[src/rtl/sort_pkg.sv]
// -----------------------------------------------------------------------------
// sort_pkg
//   Shared definitions for the bitonic sorting path: the frame loader, the
//   compare-exchange network and the downstream unloader.
//   Contents:
//     W, N, CW          record width, records per frame, frame_count width
//     KEY_HI / KEY_LO   bit bounds of the key field inside a record
//     state_t           loader FSM encoding {FILL, PAD, HOLD}
//     sentinel_key(dir) key that sorts to the tail for the given direction
// -----------------------------------------------------------------------------
package sort_pkg;

  localparam int W      = 16;
  localparam int N      = 8;
  localparam int CW     = $clog2(N + 1);
  localparam int KEY_HI = W - 1;
  localparam int KEY_LO = W / 2;

  typedef enum logic [1:0] {
    FILL = 2'd0,
    PAD  = 2'd1,
    HOLD = 2'd2
  } state_t;

  // Ascending frames pad with the largest key, descending with the smallest,
  // so padding always lands after every real record.
  function automatic logic [KEY_HI-KEY_LO:0] sentinel_key(input logic dir);
    logic [KEY_HI-KEY_LO:0] k;
    k = dir ? '0 : '1;
    return k;
  endfunction

endpackage

[src/rtl/sort_frame_loader.sv]
// -----------------------------------------------------------------------------
// sort_frame_loader
//   Collects a serial stream of {key,info} records into one N-slot parallel
//   frame for the bitonic network. A short final set is padded with sentinel
//   records so the network always sees a full frame.
//   Ports:
//     clk, rst                   clock, synchronous active-high reset
//     in_valid/in_ready          record handshake
//     in_data [W-1:0]            record {key, info}
//     in_last                    final record of the current set
//     in_dir                     sort direction, taken with slot 0
//     frame_valid/frame_ready    frame handshake; outputs held while valid
//     frame_data [N*W-1:0]       slot i at [i*W +: W], slot 0 = first record
//     frame_dir                  direction latched for this frame
//     frame_count [CW-1:0]       number of real records, 1..N
// -----------------------------------------------------------------------------
module sort_frame_loader
  import sort_pkg::state_t;
  import sort_pkg::FILL;
  import sort_pkg::PAD;
  import sort_pkg::HOLD;
#(
  parameter int W  = sort_pkg::W,
  parameter int N  = sort_pkg::N,
  localparam int CW = $clog2(N + 1)
) (
  input  logic           clk,
  input  logic           rst,
  input  logic           in_valid,
  output logic           in_ready,
  input  logic [W-1:0]   in_data,
  input  logic           in_last,
  input  logic           in_dir,
  output logic           frame_valid,
  input  logic           frame_ready,
  output logic [N*W-1:0] frame_data,
  output logic           frame_dir,
  output logic [CW-1:0]  frame_count
);

  // Sentinel record: extreme key for the direction, info field zero.
  function automatic logic [W-1:0] pad_record(input logic dir);
    return {{(W/2){~dir}}, {(W/2){1'b0}}};
  endfunction

  state_t        r_state;
  logic [CW-1:0] r_idx;
  logic [W-1:0]  r_slot [N];
  logic          r_dir;
  logic [CW-1:0] r_count;
  logic          r_frame_valid;
  logic          r_in_ready;

  always_ff @(posedge clk) begin
    if (rst) begin
      r_state       <= FILL;
      r_idx         <= '0;
      r_dir         <= 1'b0;
      r_count       <= '0;
      r_frame_valid <= 1'b0;
      r_in_ready    <= 1'b1;
      for (int i = 0; i < N; i++) r_slot[i] <= '0;
    end else begin
      unique case (r_state)
        FILL: begin
          if (in_valid && r_in_ready) begin
            r_slot[r_idx] <= in_data;
            r_idx         <= r_idx + 1'b1;
            if (r_idx == '0) r_dir <= in_dir;
            // A full frame goes straight to HOLD even if in_last is set.
            if (r_idx == CW'(N - 1)) begin
              r_count       <= CW'(N);
              r_state       <= HOLD;
              r_frame_valid <= 1'b1;
              r_in_ready    <= 1'b0;
            end else if (in_last) begin
              r_count    <= r_idx + 1'b1;
              r_state    <= PAD;
              r_in_ready <= 1'b0;
            end
          end
        end
        PAD: begin
          // r_idx points at the first empty slot; fill it and all above.
          for (int i = 0; i < N; i++) begin
            if (CW'(i) >= r_idx) r_slot[i] <= pad_record(r_dir);
          end
          r_state       <= HOLD;
          r_frame_valid <= 1'b1;
        end
        HOLD: begin
          if (frame_ready) begin
            r_state       <= FILL;
            r_idx         <= '0;
            r_frame_valid <= 1'b0;
            r_in_ready    <= 1'b1;
          end
        end
        default: begin
          r_state       <= FILL;
          r_idx         <= '0;
          r_frame_valid <= 1'b0;
          r_in_ready    <= 1'b1;
        end
      endcase
    end
  end

  for (genvar g = 0; g < N; g++) begin : g_pack
    assign frame_data[g*W +: W] = r_slot[g];
  end

  assign in_ready    = r_in_ready;
  assign frame_valid = r_frame_valid;
  assign frame_dir   = r_dir;
  assign frame_count = r_count;

endmodule

[config.mk]
export PLATFORM = sky130hd
export DESIGN_NAME = sort_frame_loader
export DESIGN_NICKNAME = d
export VERILOG_FILES = /design/src/rtl/sort_pkg.sv /design/src/rtl/sort_frame_loader.sv
export SDC_FILE = /design/constraint.sdc
export NUM_CORES = 1
export LEC_CHECK = 0
export ABC_AREA = 1
export CAP_MARGIN = 15
export CORE_MARGIN = 2
export CORE_UTILIZATION = 49
export CTS_BUF_LIST = sky130_fd_sc_hd__clkbuf_8
export DETAILED_ROUTE_END_ITERATION = 7
export MAX_ROUTING_LAYER = met4
export PLACE_DENSITY = 0.87
export SYNTH_ARGS = -nofsm -noshare
export SYNTH_HDL_FRONTEND = slang
export SYNTH_SLANG_ARGS = --single-unit
[constraint.sdc]
create_clock -name clk -period 2.45 [get_ports clk]
set_input_delay 0.49 -clock clk [delete_from_list [all_inputs] [get_ports clk]]
set_output_delay 0.49 -clock clk [all_outputs]
set_load 0.05 [all_outputs]
Yosys cells after proc, flatten, opt, wreduce, memory -nomap -nowiden
Memory sizes are Yosys's and may differ from the RTL's.
Cells that the tools add are included.
Storage, ports and cells
  bits in registers: 13
  bits in latches: 0
  bits in writable memories: 128
  memory bits (read-only): 0
  bits of input ports: 22
  output and inout port bits: 135
  logic and storage cells: 112
  memories: 1
Cells by class
  add/subtract/negate cells: 1
  multipliers: 0
  div/mod/pow operators: 0
  $lt $le $gt $ge: 8
  eq/ne operators: 7
  shift operators: 0
  mux-type cells: 68
  bitwise gates (word level): 10
  reduce and logical (&&, ||, !) cells: 11
Memories
  r_slot: words 8, bits a word 16, read ports 8, clocked after memory_dff 0, write ports 8, line sort_frame_loader.sv:48  | logic [W-1:0] r_slot [N];
Operators by type and width (number)
  16-bit two-way mux: 9
  1-bit two-way mux: 46
  3-bit by 4-bit >= comparator with 1-bit output, first input constant: 4
  4-bit two-way mux: 4
  16-bit OR reduction: 1
  3-bit AND reduction: 5
  4-bit one-hot mux with 3 select lines: 1
  1-bit by 4-bit >= comparator with 1-bit output, first input constant: 2
  2-bit by 4-bit >= comparator with 1-bit output, first input constant: 2
  2-bit two-way mux: 4
  1-bit OR: 8
  2-bit != test, second input constant: 3
  1-bit one-hot mux with 3 select lines: 2
  2-bit one-hot mux with 3 select lines: 1
  4-bit by 1-bit adder with 4-bit output, second input constant: 1
  4-bit by 3-bit equality test with 1-bit output, second input constant: 1
  4-bit logical NOT: 1
  4-bit AND reduction: 1
  3-bit two-way mux: 1
  3-bit != test, second input constant: 1
  2-bit by 1-bit equality test with 1-bit output, second input constant: 1
  2-bit equality test, second input constant: 1
  2-bit logical NOT: 1
  1-bit NOT: 2
  2 further kinds: 2

Longest topological paths before layout
  depth after elaboration: 7
  depth in mapped cells: 9
  gate-level depth less buffers: 8

Worst setup path before layout
Ideal clock, no wire load.
  kind: register -> register
  start point: register r_in_ready (netlist: in_ready)
  end point: memory r_slot[6][0], enable pin
  setup time: 0.394 ns
  arrival time: 1.924 ns
  data required time: 2.056 ns
  path slack: 0.132 ns
  stages on the path, launching flop included: 7
  buffers on the path: 2
  cell sequence: dfxtp_1 -> nand2_1 -> nor2_2 -> buf_6 -> nand4_4 -> buf_2 -> o211ai_1
RTL lines
  start, declared: line sort_frame_loader.sv:52  | logic r_in_ready;
  start signal, assigned: line sort_frame_loader.sv:61  | r_in_ready <= 1'b1;
  start signal, assigned: line sort_frame_loader.sv:75  | r_in_ready <= 1'b0;
  start signal, assigned: line sort_frame_loader.sv:79  | r_in_ready <= 1'b0;
  end, declared: line sort_frame_loader.sv:48

Final worst setup path
  start point: register r_dir (netlist: frame_dir)
  end point: output frame_dir
RTL lines
  start, declared: line sort_frame_loader.sv:49  | logic r_dir;
  start signal, assigned: line sort_frame_loader.sv:69  | if (r_idx == '0) r_dir <= in_dir;
  end, declared: line sort_frame_loader.sv:37  | output logic frame_dir,
No word-level cell between the ends.

==> run summary <==
Sequential share of the synthesized area: 73.3%
Unique cell type count in the Yosys netlist: 25
Syn Area/Cell: 12.4 um2
Post-Place Cell Area: 7450 um2
Num rows: 39
Root buffer cell: clkbuf_8
Via count: 4202
Max stage delay on crit path: 0.84 ns
Slowest CP cell: clkdlybuf4s50_1
Fin area: 7900 um2
Max Freq: 457 MHz
Mapped Area: 5600 um2
CP endpoint kind: output pin
Syn Inst Count: 453
Leakage: 3.14 nW
Worst-case clock buffer depth: 2
IO Count: 157
Number of max-cap violations: 0
Startpoint Class: flip-flop
Power Dens Cells: 848 nW/um2
Clock Latency Late Sink: 0.43 ns
Pin count of the biggest net entering global routing: 18
RePlAce Congestion: 0.985
Final wirelength: 13.9 mm
Antenna violations before repair: 0
Crit-path cells: clkdlybuf4s50_1
Most frequent cells in the layout: clkdlybuf4s50_1 (156), edfxtp_1 (128), nor2_1 (83)
Vias in the first global route: 3965
Overall global routing resource usage: 23.6%
Die Span Y: 111 um
Total power: 6.70 mW
Die X-Extent: 111 um
Worst path top cell family by delay: buffers and inverters
Skew final: 0.0112 ns
Share of cells above drive strength 1: 11.4%
Most common cell after layout, fill and taps aside: clkdlybuf4s50_1
Layout area overhead: 41.0%
VDD IR max: 412 uV
Top cells by area, synth: edfxtp_1 (69%), nor2_1 (5.6%), dfxtp_1 (4.6%), o21ai_0 (4.6%), nand2_1 (4.1%)
DP Cell Count: 762
Bufs and invs on worst path: 1
DR WL/cell: 17.5 um
CTS tree: done
RSZ-0062 raised after global routing: no
Worst reg2reg path depth: 7
Final Hold Viols: 0
Final setup vio count: 0
Worst-margin pin slew: 0.543 ns
Clock Sinks: 141
Synth warnings: 0
Fillers: 783
Syn_nets: 479
DRT iter0 DRCs: 404
Worst flop-to-flop path startpoint: r_idx[0]
Worst hold path class: reg2reg
Remaining global-route overflow: 0
DIE AREA: 12300 um2
Detailed Place HPWL: 10.3 mm
Fin crit share: 89.3%
Status: finished clean
CP arrival: 1.70 ns
FF-to-FF End: r_slot[2][0]
Min cycle time layout: 2.19 ns
Synth top area share: 68.6%
Non-filler cells, final: 793
Clock-pin slew on the worst setup and hold paths: 0.08 ns
Number of nets in the layout: 664
Antenna-violating nets left: 0
CTS Hold Bufs: 0
Vias per inst: 5.30
Core outline area: 11300 um2
First-pass GRT wire length: 21.6 mm
Max Slew Vio Count: 0
H-tree levels: 4
# resized after CTS: 0
DRC violations left: 0
TNS Setup: 0 ns
CP Data Required Time: 1.96 ns
CP max FO: 5
Worst R2R Setup Slack: 0.55 ns
DR pass1 iterations: 5
Hold Path Depth: 2
Antenna fix cells: 0
CP startpoint: frame_dir
Hold path endpoint: frame_valid
Yosys reg bits: 141
Hold_sp: frame_valid
Num CTS Buffers: 17
Slew headroom: 63.7%
Crit path kind: reg2out
Synth area leader: edfxtp_1
Port Buffers: 156
Final Util: 70.1%
Post-CTS setup buffers: 0
Starting Density: 49.7%
cell type report:
class	instances	area [um2]	share of cell area (%)
clock buffer	17	234	2.96
sequential	141	4100	52.0
inverter	42	158	2.00
multi-input combinational	261	1260	16.0
timing repair buffer	175	1740	22.1
tap	143	179	2.27
clock inverter	14	216	2.74
worst max path at each step:
| stage | end | slack [ns] | cells after the start |
|---|---|---|---|
| floorplan | r_slot[6][0] | 0.13 | 6 |
| global placement | r_slot[0][2] | 0.26 | 8 |
| detailed placement | r_slot[6][8] | 0.22 | 8 |
| CTS | frame_dir | 0.24 | 1 |
| global route | frame_dir | 0.16 | 1 |
| finish | frame_dir | 0.26 | 1 |
logic make-up after synthesis:
family / synth area share, %
flip-flops: 73.3
AND/OR/NAND/NOR: 15.5
AO/OA/AOI/OAI: 6.23
adder cells (fa/ha/maj): 0.893
buffers and inverters: 4.15
where the power goes:
part	total (mW)	switching (mW)	internal, mW	leakage [nW]
combinational	1.63	1.16	0.478	1.49
clock	2.08	0.870	1.21	0.214
sequential	2.99	0.0987	2.89	1.45
cell usage after synthesis:
cell and count:
nor3_2 1, buf_4 2, nand4_1 1, nand3_1 27
buf_6 4, nor2_2 2, inv_2 4, o21ai_2 3
o21ai_0 52, nand3_2 4, nand2_2 6, edfxtp_1 128
a21oi_1 8, nand2_1 61, nor2_1 83, nand4_4 2
buf_2 3, o211ai_1 3, dfxtp_1 13, nor2_8 1
clkinv_1 1, nor2_4 1, ha_1 4, inv_1 37
nor3_1 2
flip-flops by register name, indices dropped and copies added, names as in the netlist:
register     cells
in_ready         1
r_state          2
r_slot         128
frame_count      4
r_idx            4
frame_dir        1
frame_valid      1
per-layer routing:
layer / up-vias / global-route usage, % / part of all wire (%)
met5: - / - / 0
met4: 0 / 8.25 / 1.6
met3: 20 / 5.90 / 8.9
met2: 265 / 39.3 / 51
met1: 1976 / 28.3 / 38
li1: 1941 / - / -
through the flow:
step	hold WS [ns]	setup WS, ns
finish	0.463	0.262
global route	0.491	0.161
CTS	0.468	0.235
detailed placement	0.453	0.223
global placement	0.442	0.255
floorplan	0.493	0.132
No activity file was read; power rests on OpenSTA's default activity.
